--- src/rtl/blake2_block_buffer.sv ---
// Packs a byte stream into 64-byte BLAKE2s blocks held in two ping-pong slots and
// hands them to the compression core. Define BLOCK_BUF_ZERO_PAD_EN to zero-fill the tail of the last block.
module blake2_block_buffer #(
    parameter int T_W = 64
) (
    input  logic           clk,
    input  logic           nreset,
    input  logic           data_v_i,
    input  logic [7:0]     data_i,
    input  logic [5:0]     data_idx_i,
    input  logic           block_first_i,
    input  logic           block_last_i,
    input  logic [6:0]     kk_i,
    input  logic [T_W-1:0] ll_i,
    output logic           blk_v_o,
    input  logic           blk_ready_i,
    output logic [511:0]   blk_m_o,
    output logic [T_W-1:0] blk_t_o,
    output logic           blk_first_o,
    output logic           blk_last_o,
    output logic           overflow_o
);

    logic [511:0]   slot_m [2];
    logic [T_W-1:0] slot_t [2];
    logic [1:0]     slot_first;
    logic [1:0]     slot_last;
    logic [1:0]     full;
    logic           wr_slot;
    logic           rd_slot;
    logic [T_W-1:0] t_acc;
    logic           overflow;

    logic           wr_full;
    logic           wr_en;
    logic           complete;
    logic           accept;
    logic [T_W-1:0] t_next;
    logic [7:0]     byte_in;

    assign wr_full  = full[wr_slot];
    assign wr_en    = data_v_i & ~wr_full;
    assign complete = wr_en & (data_idx_i == 6'd63);
    assign accept   = full[rd_slot] & blk_ready_i;

    // Last block carries the total length (plus the key block); others advance by 64.
    always_comb begin
        if (block_last_i)
            t_next = ll_i + ((kk_i != 7'd0) ? T_W'(64) : {T_W{1'b0}});
        else
            t_next = (block_first_i ? {T_W{1'b0}} : t_acc) + T_W'(64);
    end

`ifdef BLOCK_BUF_ZERO_PAD_EN
    logic [6:0] pad_start;

    // A keyed empty message ends on the key block, which must keep its bytes.
    always_comb begin
        if (ll_i == {T_W{1'b0}})
            pad_start = (kk_i == 7'd0) ? 7'd0 : 7'd64;
        else if (ll_i[5:0] == 6'd0)
            pad_start = 7'd64;
        else
            pad_start = {1'b0, ll_i[5:0]};
        byte_in = (block_last_i && ({1'b0, data_idx_i} >= pad_start)) ? 8'h00 : data_i;
    end
`else
    assign byte_in = data_i;
`endif

    always_ff @(posedge clk) begin
        if (wr_en)
            slot_m[wr_slot][{data_idx_i, 3'b000} +: 8] <= byte_in;
    end

    // A completing slot is never full and an accepted slot always is, so the two never collide.
    always_ff @(posedge clk) begin
        if (!nreset) begin
            full       <= 2'b00;
            wr_slot    <= 1'b0;
            rd_slot    <= 1'b0;
            t_acc      <= '0;
            overflow   <= 1'b0;
            slot_t[0]  <= '0;
            slot_t[1]  <= '0;
            slot_first <= 2'b00;
            slot_last  <= 2'b00;
        end else begin
            if (data_v_i && wr_full)
                overflow <= 1'b1;
            if (complete) begin
                full[wr_slot]       <= 1'b1;
                slot_t[wr_slot]     <= t_next;
                slot_first[wr_slot] <= block_first_i;
                slot_last[wr_slot]  <= block_last_i;
                wr_slot             <= ~wr_slot;
                t_acc               <= block_last_i ? {T_W{1'b0}} : t_next;
            end
            if (accept) begin
                full[rd_slot] <= 1'b0;
                rd_slot       <= ~rd_slot;
            end
        end
    end

    assign blk_v_o     = full[rd_slot];
    assign blk_m_o     = slot_m[rd_slot];
    assign blk_t_o     = slot_t[rd_slot];
    assign blk_first_o = slot_first[rd_slot];
    assign blk_last_o  = slot_last[rd_slot];
    assign overflow_o  = overflow;

endmodule

--- config.mk ---
export PLATFORM = sky130hd
export DESIGN_NAME = blake2_block_buffer
export DESIGN_NICKNAME = d
export VERILOG_FILES = /design/src/rtl/blake2_block_buffer.sv
export SDC_FILE = /design/constraint.sdc
export NUM_CORES = 2
export LEC_CHECK = 0
export BUFFER_PORTS_ARGS = -buffer_cell sky130_fd_sc_hd__buf_2
export CORE_ASPECT_RATIO = 0.8
export CORE_MARGIN = 2
export CORE_UTILIZATION = 52
export CTS_CLUSTER_SIZE = 20
export DETAILED_ROUTE_END_ITERATION = 6
export PLACE_DENSITY = 0.73
export SYNTH_ARGS = -nofsm -noshare
export SYNTH_HDL_FRONTEND = slang
export SYNTH_SLANG_ARGS = --single-unit
--- constraint.sdc ---
create_clock -name clk -period 10.5 [get_ports clk]
set_input_delay 2.1 -clock clk [delete_from_list [all_inputs] [get_ports clk]]
set_output_delay 2.1 -clock clk [all_outputs]
set_load 0.005 [all_outputs]
# [Word-level counts from Yosys, hierarchy flattened]
# Memory sizes are Yosys's and may differ from the RTL's. A register that Yosys moved wholly into a read port is not among the register bits.
# Index checks and enable logic that the tools add are counted.
[classes] addsub=3 order_cmp=4 n_eq_ne=1 shifts=2 n_mux=34 n_bitwise=9 reduce_logical=5
[ops] operator="$mux W512" count=1
[ops] operator="$shift A8 B11 Y512 const A" count=1
[ops] operator="$shiftx A8 B11 Y512" count=1
[ops] operator="$mux W64" count=4
[ops] operator="$add A64 B7 Y64" count=1
[ops] operator="$add A64 B7 Y64 const B" count=1
[ops] operator="$reduce_or A64 Y1" count=1
[ops] operator="$mux W1" count=21
[ops] operator="$neg A9 Y11" count=1
[ops] operator="$mux W7" count=1
[ops] operator="$reduce_bool A7 Y1" count=1
[ops] operator="$eq A6 B6 Y1 const B" count=1
[ops] operator="$mux W2" count=3
[ops] operator="$bwmux W2" count=2
[ops] operator="$lt A1 B2 Y1 const B" count=2
[ops] operator="$and A1 B1 Y1" count=3
[ops] operator="$logic_and A1 B1 Y1" count=3
[ops] operator="$not A1 Y1" count=3
[ops] operator="$and A2 B2 Y2" count=1
[ops] operator="$demux W1 S1" count=2
[ops] operator="$ge A1 B1 Y1 const B" count=2
[ops] operator="$not A2 Y2" count=1
[ops] operator="$or A2 B2 Y2" count=1
[word_totals] ff_bits=73 mem_bits_rw=1152 input_bits=91 out_inout_bits=580 elab_cells=67 memories=2
[mem_list] memory="slot_m" words=2 width=512 rd=1 rd_ports_with_merged_regs=1 wr=1 line="24" source="logic [511:0] slot_m [2];"
[mem_list] memory="slot_t" words=2 width=64 rd=1 rd_ports_with_merged_regs=1 wr=2 line="25" source="logic [T_W-1:0] slot_t [2];"

# [Logic depth before layout (Yosys ltp)]
[depth] ltp_word=10 ltp_mapped=15

# [Worst setup path before layout]
# OpenSTA, ideal clock, no wires.
[synth_timing] kind="input to register" startpoint="in block_first_i" endpoint="mem slot_t[0][62], data pin" setup_ns=0.270 arrival_ns=4.991 required_time_ns=10.230 setup_slack_ns=5.239 cell_stages=14 path_buffers=7 path_cell_list="buf_2 > buf_2 > clkbuf_1 > clkbuf_1 > buf_1 > nor2b_1 > ha_1 > buf_2 > nand4_4 > or4_1 > buf_2 > or4_4 > xor2_1 > o32ai_2"
[synth_lines] item="from (decl)" line="11" source="input logic block_first_i,"
[synth_lines] item="to (decl)" line="25"

==> metrics.yaml <==
r2r_slack_ns: 6.70
whs_path_depth: 2
synthDistinctLibCells: 67
cp-end-kind: "output port"
rsz0062_at_grt: "false"
root_buffer: "clkbuf_16"
total_leakage_power_nw: 16.8
die_h_um: 288
clk_latency_ns: 0.70
avgSynthCellArea_um2: 13.8
wl_um: 160000
p_comb_share_pct: 3.9
fin_tns_setup_ns: 0
dr.pass1.iters: 6
tightestPinTransition_ns: 1.24
p_int_w: 0.00768
worstHoldStart: "slot_last[0]"
yosysTopAreaCell: "edfxtp_1"
setup_viol: 0
initial_utilization_pct: 52.2
dieArea_um2: 103000
slew_headroom_pct: 16.9
multi_input_area_um2: 15500
worst-path-max-fanout: 164
total_power_w: 0.00982
yosys_register_bits: 1226
reg2reg_depth: 4
max_cap_viol_count: 0
hold_buffers: 0
critPathKind: "reg -> out"
place_ws_ns: 4.57
gr-total-overflow: 0
hold_path.class: "reg -> reg"
final_common_cell: "edfxtp_1"
cp.arrival_ns: 3.76
die_w_um: 359
nNetsFinal: 4503
clkTransAtPathRegs_ns: 0.06
cts_tree: "done"
pwr-share-seq_pct: 54.2
slew_violations: 0
synth_top_family_by_area: "multiplexers"
synth_fa_ha_area_share_pct: 0.143
synth.mux.area_fraction_pct: 13.0
layout-drive-gt1-share_pct: 33.1
fin_crit_sh_pct: 55.8
fmax_mhz: 171
whs_ns: 0.460
r2r_end: "slot_m[1][189]"
r2r-start: "wr_slot"
core_region_area_um2: 100000
port_buffers: 670
numCtsBuffers: 116
synth_flop_cell: "edfxtp_1"
required_ns: 8.40
gp_congestion: 0.969
min_to: "slot_last[0]"
synth-seq-area-share_pct: 68.8
synth_top_cell_area_share_pct: 66.0
ios: 671
p_per_area_nw_per_um2: 162
area_growth_pct: 15.8
cts_setup_buffers: 0
synth.area.top_cells: "edfxtp_1 (66%), mux2_2 (13%), nor2_1 (5.6%)"
grt_pass1_vias: 33300
antenna_found_initial: 11
area.sequential_um2: 36100
grt_max_degree: 165
timing_hold_violations_final: 0
track_usage_pct: 29.8
synthSimpleGateAreaFrac_pct: 12.2
cts_buffer_depth: 3
synth_edf_count: 1152
netSwitchingFraction_pct: 21.8
synth_compound_area_share_pct: 2.37
post_cts_resized: 0
rows: 104
outcome: "finished clean"
synth_xor_area_share_pct: 1.67
vias: 35100
synthCells: 3805
fin_crit_ns: 5.86
skew_ns: 0.0450
vias_per_cell: 6.02
syn-cell-area_um2: 52400
setup_ws_ns: 4.64
power.clock.fraction_pct: 41.9
routedWlPerCell_um: 27.4
yosysWarnings: 0
htreeDepth: 3
ir_drop_uv: 150
synthesis.nets: 3902
hpwl_um: 111000
finish.utilization_pct: 60.5
drtIter0Drc: 4475
p_switching_w: 0.00214
synth-async-reset-ratio_pct: 0
grt_first_pass_wirelength_um: 225000
start_kind: "flop"
detail-route-antenna-nets: 0
clkSinkCount: 1226
fill_cells: 7712
final_cell_mix: "edfxtp_1 (1,152), nor2_1 (776), buf_2 (670)"
drc: 0
## Yosys cell counts (39+ instances only)
library cell,number
edfxtp_1,1152
nor2_1,780
mux2_2,584
nand2_1,217
clkbuf_1,216
nand3_1,107
dfxtp_1,74
xnor2_1,68
nor3_1,56
a21oi_1,48
nand4_1,47
and2_1,46
o21ai_0,40
nor4_1,39
## routing by layer
metal,GRT usage [%],up-vias,wire [um]
li1,-,15200,-
met5,0,-,67
met3,6.90,312,16500
met2,45.1,1975,72200
met1,42.3,17600,65300
met4,10.8,10,5990
## critical path: stages, from the launching register on
cell	delay, ns
dfxtp_4	0.79
buf_4	0.66
buf_12	0.57
mux2_2	0.43
buf_2	0.15
## worst max path at each step
stage,cells after the start,to
final,4,blk_m_o[470]
after detailed placement,7,slot_m[0][417]
after CTS,4,blk_m_o[83]
after floorplan,14,slot_t[0][62]
after global placement,8,slot_m[1][370]
after global routing,4,blk_m_o[83]
## sequential cells by signal, indices dropped and copies added, names as in the netlist, named ones only
name / flops
wr_slot: 1
slot_m: 1024
rd_slot: 1
full: 2
slot_last: 2
t_acc: 64
slot_t: 128
overflow_o: 1
slot_first: 2
## final cells by class
| class | instances | area share, % |
|---|---|---|
| clock buffer | 148 | 5.06 |
| sequential | 1226 | 59.4 |
| clock inverter | 72 | 1.06 |
| inverter | 17 | 0.105 |
| timing repair buffer | 714 | 6.13 |
| tap | 1325 | 2.73 |
| multi-input combinational | 2331 | 25.5 |
| antenna | 3 | 0.0124 |
## through the flow
step | std cells | area, um2
floorplan | 3805 | 52400
global placement | 5613 | 57000
detailed placement | 5613 | 57000
CTS | 5833 | 60700
global route | 5833 | 60700
finish | 5836 | 60700
## power by group through the flow
stage	combinational (W)	sequential (W)	clock [W]
6_report	0.000381	0.00532	0.00412
5_1_grt	0.000395	0.00532	0.00433
4_1_cts	0.000373	0.00532	0.00414
3_5_place_dp	0.000372	0.00543	0
3_3_place_gp	0.000368	0.00542	0
2_1_floorplan	0.000176	0.00542	0
## logic make-up (layout without fill, tap and decap cells)
kind of cell | after synthesis | after routing
flip-flops | 1226 | 1226
XOR/XNOR | 100 | 100
other | 0 | 3
AND/OR/NAND/NOR | 1424 | 1424
adder cells (fa/ha/maj) | 6 | 6
AO/OA/AOI/OAI | 191 | 191
multiplexers | 610 | 610
buffers and inverters | 248 | 951
Power figures use the tool's default switching activity.
